### src/rtl/avmm_pkg.sv
// Shared definitions for the Avalon-MM hex master.
//   state_e : FSM state encoding used by avmm_hex_master
//   BE_ALL  : full-word byte enable driven on every access
package avmm_pkg;

  typedef enum logic [2:0] {
    IDLE      = 3'd0,
    WAIT_TICK = 3'd1,
    WRITE     = 3'd2,
    READ      = 3'd3,
    CHECK     = 3'd4
  } state_e;

  localparam logic [3:0] BE_ALL = 4'b1111;

endpackage

### src/rtl/avmm_hex_master_tick_gen.sv
// Period tick generator.
//   clk     : clock, rising edge
//   reset_n : asynchronous active-low reset
//   clr     : synchronous clear; holds the counter at 0 while high
//   tick    : high in the cycle the counter holds PERIOD-1 (and clr is low)
module tick_gen #(
  parameter int unsigned PERIOD = 50000000
) (
  input  logic clk,
  input  logic reset_n,
  input  logic clr,
  output logic tick
);

  // PERIOD=1 would give a zero-width counter; keep at least one bit.
  localparam int unsigned CNT_W = (PERIOD > 1) ? $clog2(PERIOD) : 1;
  localparam logic [CNT_W-1:0] LAST = CNT_W'(PERIOD - 1);

  logic [CNT_W-1:0] cnt_q;
  logic [CNT_W-1:0] cnt_d;

  assign tick = !clr && (cnt_q == LAST);

  always_comb begin
    cnt_d = cnt_q;
    if (clr || tick) begin
      cnt_d = '0;
    end else begin
      cnt_d = cnt_q + CNT_W'(1);
    end
  end

  always_ff @(posedge clk or negedge reset_n) begin
    if (!reset_n) begin
      cnt_q <= '0;
    end else begin
      cnt_q <= cnt_d;
    end
  end

endmodule

### src/rtl/avmm_hex_master.sv
// Avalon-MM master that periodically writes an incrementing 16-bit counter
// to one slave register, reads it back and counts readback mismatches.
//   clk, reset_n      : clock (rising edge), asynchronous active-low reset
//   enable            : run while high; an in-flight transaction always completes
//   avm_*             : Avalon-MM master port (single word address, full byte enable)
//   count             : last value committed to the slave
//   err_count         : saturating readback-mismatch counter
//   busy              : high during WRITE, READ and CHECK
module avmm_hex_master
  import avmm_pkg::*;
#(
  parameter int unsigned PERIOD      = 50000000,
  parameter int unsigned TARGET_ADDR = 0,
  parameter int unsigned ADDR_W      = 4
) (
  input  logic              clk,
  input  logic              reset_n,
  input  logic              enable,
  output logic [ADDR_W-1:0] avm_address,
  output logic              avm_write,
  output logic [31:0]       avm_writedata,
  output logic [3:0]        avm_byteenable,
  output logic              avm_read,
  input  logic [31:0]       avm_readdata,
  input  logic              avm_waitrequest,
  output logic [15:0]       count,
  output logic [7:0]        err_count,
  output logic              busy
);

  localparam logic [ADDR_W-1:0] TGT = ADDR_W'(TARGET_ADDR);

  state_e      state_q, state_d;
  logic [15:0] count_q, count_d;
  logic [7:0]  err_q, err_d;
  logic [15:0] rdata_q, rdata_d;
  logic [15:0] next_count;
  logic        tick_clr;
  logic        tick;
  logic        unused_rdata_hi;

  assign unused_rdata_hi = ^avm_readdata[31:16];

  // The tick counter only runs in WAIT_TICK, so it restarts from 0 on
  // every entry into that state.
  tick_gen #(
    .PERIOD (PERIOD)
  ) u_tick_gen (
    .clk     (clk),
    .reset_n (reset_n),
    .clr     (tick_clr),
    .tick    (tick)
  );

  assign next_count     = count_q + 16'd1;
  assign count          = count_q;
  assign err_count      = err_q;
  assign avm_byteenable = BE_ALL;
  assign busy           = (state_q == WRITE) || (state_q == READ) || (state_q == CHECK);

  // Bus outputs decode straight from the state register so that an
  // asynchronous reset removes a pending request without a clock edge.
  always_comb begin
    state_d       = state_q;
    count_d       = count_q;
    err_d         = err_q;
    rdata_d       = rdata_q;
    tick_clr      = 1'b1;
    avm_write     = 1'b0;
    avm_read      = 1'b0;
    avm_address   = '0;
    avm_writedata = '0;
    unique case (state_q)
      IDLE: begin
        if (enable) state_d = WAIT_TICK;
      end
      WAIT_TICK: begin
        tick_clr = 1'b0;
        if (!enable)   state_d = IDLE;
        else if (tick) state_d = WRITE;
      end
      WRITE: begin
        avm_write     = 1'b1;
        avm_address   = TGT;
        avm_writedata = {16'h0000, next_count};
        if (!avm_waitrequest) state_d = READ;
      end
      READ: begin
        avm_read    = 1'b1;
        avm_address = TGT;
        if (!avm_waitrequest) begin
          rdata_d = avm_readdata[15:0];
          state_d = CHECK;
        end
      end
      CHECK: begin
        count_d = next_count;
        if ((rdata_q != next_count) && (err_q != 8'hFF)) err_d = err_q + 8'd1;
        state_d = enable ? WAIT_TICK : IDLE;
      end
      default: state_d = IDLE;
    endcase
  end

  always_ff @(posedge clk or negedge reset_n) begin
    if (!reset_n) begin
      state_q <= IDLE;
      count_q <= '0;
      err_q   <= '0;
      rdata_q <= '0;
    end else begin
      state_q <= state_d;
      count_q <= count_d;
      err_q   <= err_d;
      rdata_q <= rdata_d;
    end
  end

endmodule
### config.mk
export PLATFORM = sky130hd
export DESIGN_NAME = avmm_hex_master
export DESIGN_NICKNAME = d
export VERILOG_FILES = /design/src/rtl/avmm_pkg.sv /design/src/rtl/avmm_hex_master_tick_gen.sv /design/src/rtl/avmm_hex_master.sv
export SDC_FILE = /design/constraint.sdc
export NUM_CORES = 1
export LEC_CHECK = 0
export ABC_AREA = 1
export CAP_MARGIN = 20
export CELL_PAD_IN_SITES_DETAIL_PLACEMENT = 0
export CELL_PAD_IN_SITES_GLOBAL_PLACEMENT = 1
export CORE_AREA = 2 2 106 108
export CTS_BUF_LIST = sky130_fd_sc_hd__clkbuf_4
export DETAILED_ROUTE_END_ITERATION = 10
export DIE_AREA = 0 0 108 110
export HOLD_SLACK_MARGIN = 0.02
export PLACE_DENSITY_LB_ADDON = 0.15
export SLEW_MARGIN = 20
export SYNTH_ARGS = -nofsm -noshare
export SYNTH_HDL_FRONTEND = slang
export SYNTH_SLANG_ARGS = --single-unit
### constraint.sdc
create_clock -name clk -period 3.6 [get_ports clk]
set_input_delay 0.72 -clock clk [delete_from_list [all_inputs] [get_ports clk]]
set_output_delay 0.72 -clock clk [all_outputs]
set_load 0.005 [all_outputs]
## Word-level counts from Yosys, hierarchy flattened

Index checks and enable logic that the tools add are counted.

| word-level totals | value |
|---|---|
| flip-flop bits (word level) | 69 |
| bits of input ports | 36 |
| output and inout port bits | 67 |
| logic and storage cells | 41 |

| operators by class | value |
|---|---|
| $add $sub $neg | 3 |
| equality and inequality tests | 11 |
| mux-type cells | 12 |
| bitwise operators | 1 |
| reduce and logical (&&, ||, !) cells | 9 |

Operators with widths:

| operator | count |
|---|---|
| adder 26 x 1 -> 26 bit, second input constant | 1 |
| == test 26 bit, second input constant | 1 |
| 2-to-1 mux 26 bit | 1 |
| adder 16 x 1 -> 16 bit, second input constant | 1 |
| 2-to-1 mux 16 bit | 1 |
| != test 16 bit | 1 |
| 2-to-1 mux 3 bit | 5 |
| one-hot mux 3 bit (5 select lines) | 1 |
| adder 8 x 1 -> 8 bit, second input constant | 1 |
| != test 8 bit, second input constant | 1 |
| == test 3 x 2 -> 1 bit, second input constant | 2 |
| != test 2 bit, second input constant | 3 |
| 2-to-1 mux 1 bit | 4 |
| AND reduction 2 bit | 2 |
| AND reduction 4 bit | 1 |
| == test 3 x 1 -> 1 bit, second input constant | 1 |
| == test 3 bit, second input constant | 1 |
| logical NOT 3 bit | 1 |
| logical OR 1 bit | 3 |
| != test 3 x 2 -> 1 bit, second input constant | 1 |
| logical AND 1 bit | 2 |
| NOT 1 bit | 1 |

## Longest topological paths before layout

| logic depth | value |
|---|---|
| depth in word-level cells | 5 |
| depth in mapped cells | 16 |
| mapped depth without buffers | 16 |

## Modules after synthesis

A second synthesis with hierarchy kept.

| second synthesis, totals | value |
|---|---|
| cells, all modules | 632 |
| area total of the unflattened synthesis | 4,446.8 sq um |

Modules (own cells, without submodules):

| module | times used | cells each | area an instance (sq um) |
|---|---|---|---|
| avmm_hex_master | 1 | 406 | 2,852.7 |
| tick_gen | 1 | 226 | 1,594.0 |

## Least setup slack after synthesis

OpenSTA, ideal clock, no wires.

| timing path | value |
|---|---|
| kind | reg-to-output |
| start | reg count_q[1] (netlist: count[1]) |
| end | out avm_writedata[10] |
| arrival time | 1.237 ns |
| data required time | 2.880 ns |
| slack | 1.643 ns |
| stages on the path, launching flop included | 7 |
| path buffers | 0 |
| cell sequence | dfrtp_1 > ha_1 > nand2_1 > nor2_4 > nand3_1 > xor2_1 > nor2_1 |

| on the way | value |
|---|---|
| word-level cells in the longest chain between the ends | 2 |

Ends and longest elaborated chain:

| what | RTL line | RTL |
|---|---|---|
| start: declaration | avmm_hex_master.sv:34 | `logic [15:0] count_q, count_d;` |
| start signal: assignment | avmm_hex_master.sv:113 | `count_q <= count_d;` |
| adder 16 x 1 -> 16 bit | avmm_hex_master.sv:55 | `assign next_count = count_q + 16'd1;` |
| 2-to-1 mux 16 bit | avmm_hex_master.sv:73 | `unique case (state_q)` |
| end: declaration | avmm_hex_master.sv:21 | `output logic [31:0] avm_writedata,` |

No other way between the ends.

## Final worst setup path

| timing path | value |
|---|---|
| start | reg count_q[0] (netlist: count[0]) |
| end | out avm_writedata[12] |

Same word-level chain as after synthesis.

==> impl_metrics.csv <==
group,metric,value,unit
status,status,"finished, final reports clean",
timing,final.min_clock_period,3.23,ns
clocking,insertion_delay,0.44,ns
drt,drt-pass1-iter-count,4,
timing,worstMarginPinSlew,0.795,ns
drt,drc,0,
global_routing,grt_usage,18.0,%
pwr,leakagePower,0.00213,uW
place,gp_congestion,0.833,
setup_path,worst-endpoint-required,2.88,ns
setup_path,r2r_slack,1.17,ns
clocking,cts_resized,0,
pwr,vdd_ir_drop_max,0.261,mV
floorplanning,row_count,38,
floorplanning,die_h,110,um
synth,synth_top_area_share,42.1,%
clocking,postCtsSetupRepairBufs,0,
timing,hold_viol_final,0,
place,placed_cells,756,
clocking,hold_buffers,0,
finish,fillerInstances,1107,
floorplanning,die_w,108,um
clocking,clockBufferDepth,2,
clocking,cts_tree,"yes",
synth,synth-edff-count,0,
setup_path,cp_max_fo,9,
worst_hold_path,hp-class,"primary input to async pin",
place,hpwl,7260,um
synth,synth_commonest_cells,"nand2_1, dfrtp_1, nor2_1",
finish,utilization,45.8,%
place,io_buffers,62,
flow_run,drv_cap,0,
setup_path,r2r_cells,11,
finish,area_delta_synth_final,19.5,%
timing,grt_setup_unrepaired,"false",
timing,clock-skew-final,0.0143,ns
synth,ys_ff_latch,69,
floorplanning,floorplan.initialDensity,38.4,%
pwr,p_total,2230,uW
timing,max_freq,0.310,GHz
synth,netlist_instances,562,
clocking,htreeDepth,3,
clocking,clock-sinks,69,
synth,synth.avg_cell_area,7.30,um2
drt,antenna_left,0,
setup_path,slowest_delay,0.57,ns
pwr,power.density,456,nW/um2
finish,layout.nets,666,
synth,netlist_area,4100,um2
drt,wirelength,9790,um
global_routing,antenna_found_initial,0,
setup_path,r2r-end,"state_q[1]",
synth,seq_area_frac_synth,42.1,%
finish,n_antenna_cell,0,
global_routing,grt_max_degree,38,
synth,ys.flop_type,"dfrtp_1",
timing,slew-limit-headroom,47.0,%
timing,final_max_slew_viol_count,0,
setup_path,worstPathArrival,2.51,ns
place,post-place-ws,0.822,ns
finish,seqCellArea,1730,um2
finish,multi_input_area,2030,um2
synth,synthArstFlopShare,100,%
setup_path,cp-end-kind,"primary output",
timing,fin_crit_sh,89.7,%
floorplanning,num_io_pins,103,
synth,ys_top_cells_by_area,"dfrtp_1, nand2_1, nor2_1",
setup_path,rr_startpoint,"u_tick_gen.cnt_q[0]",
finish,drive_gt1_share,5.38,%
setup_path,path_cells,"ha_1 > nand2_1 > nor2_4 > nand3_1 > xor2_1 > nor2_1 > clkdlybuf4s50_1",
drt,vias,3608,
floorplanning,fp.coreArea,10700,um2
drt,wl_per_cell,12.7,um
synth,yosysTopAreaCell,"dfrtp_1",
synth,yosysWarnings,0,
timing,finalSetupTns,0,ns
clocking,path_clk_slew,0.13,ns
finish,final_cells,772,
setup_path,start_kind,"flip-flop",
synth,ys_types,34,
setup_path,cp_slowest_cell,"dfrtp_1",
floorplanning,die-area,11900,um2
setup_path,crit_type,"flip-flop to primary output",
synth,yosysMostFrequentCell,"nand2_1",
clocking,cts_buffers,9,
drt,drt_iter0_drc,112,
setup_path,cpLargestDelayFamily,"flip-flops",
clocking,clockRootBuffer,"clkbuf_4",
global_routing,grt_pass1_wl,16700,um
setup_path,path_buf_inv,1,
global_routing,grt-ovfl-total,0,
drt,routed_via_density,4.67,
timing,setup_ws,0.371,ns
global_routing,grt_pass1_vias,3630,
timing,setup_viol,0,
## flip-flops by register name, summed over array words and instances (netlist names)
register and cells:
state_q 3, err_count 8, rdata_q 16, count 16
u_tick_gen.cnt_q 26
## kinds of logic (layout without fill, tap and decap cells)
logic type / after synthesis / after routing / synth area share, %
AOI/OAI and AO/OA: 58 / 58 / 7.38
xor gates and xnor gates: 18 / 18 / 4.57
adders and majority gates: 3 / 3 / 0.915
buffers and inverters: 91 / 139 / 10.6
DFF: 69 / 69 / 42.1
other: 2 / 24 / 0.183
and+or+nand+nor: 321 / 321 / 34.3
## worst max-delay path by stage
stage                     depth (start not counted)  slack, ns      from                 to
after floorplan                                   6       1.64  count[1]  avm_writedata[10]
after global placement                            7       0.86  count[0]  avm_writedata[12]
after detailed placement                          7       0.82  count[0]  avm_writedata[12]
after CTS                                         7       0.32  count[0]  avm_writedata[12]
after global routing                              8       0.09  count[0]  avm_writedata[14]
final                                             7       0.37  count[0]  avm_writedata[12]
## area by class of cell
| class | instances | share of cell area [%] |
|---|---|---|
| Clock buffer | 9 | 1.38 |
| Inverter | 58 | 4.44 |
| Sequential cell | 69 | 35.2 |
| Clock inverter | 7 | 0.842 |
| Multi-Input combinational cell | 424 | 41.3 |
| Timing Repair Buffer | 65 | 13.3 |
| Tap cell | 140 | 3.57 |
## stage by stage
| step | hold WS, ns | instance area, um2 |
|---|---|---|
| 5_1_grt | 0.388 | 4900 |
| 3_5_place_dp | 0.472 | 4800 |
| 2_1_floorplan | 0.424 | 4190 |
| 3_3_place_gp | 0.471 | 4800 |
| 6_report | 0.344 | 4900 |
| 4_1_cts | 0.362 | 4900 |
## power by group
group	internal [uW]	leakage, uW	switching [uW]
sequential	913	0.000927	140
combinational	320	0.00114	420
clock	138	0.0000656	304
## worst register-to-register path, stage by stage (launching register included)
cell and delay [ns]:
dfrtp_1 0.42, ha_1 0.20, nand2_1 0.06, nor2_1 0.21, nand2_1 0.10, nor3_1 0.17, nand4_1 0.11, nand2_1 0.32
inv_1 0.35, nand2_1 0.13, nand3_1 0.11, o21ai_0 0.17
## per-layer routing
metal	vias up	wire length, um	GRT usage [%]
li1	1891	-	-
met1	1644	4650	21.9
met2	59	4690	31.2
met3	14	269	2.76
met4	0	188	8.42
met5	-	0	0
## cells in the final DEF, fill, tap and decap left out, types with 2 or more instances in the layout
master	count
nand2_1	164
dfrtp_1	69
nor2_1	65
clkdlybuf4s50_1	61
inv_1	53
o21ai_0	34
nand3_1	33
conb_1	24
nor3_1	21
nand4_1	20
a21oi_1	18
xor2_1	13
clkbuf_4	9
nor2_2	5
clkinv_2	5
nand3b_1	4
clkinv_1	4
xnor2_1	3
ha_1	3
nor2_4	2
o21ai_1	2
xor3_1	2
buf_4	2
No activity file was read; power rests on OpenSTA's default activity.
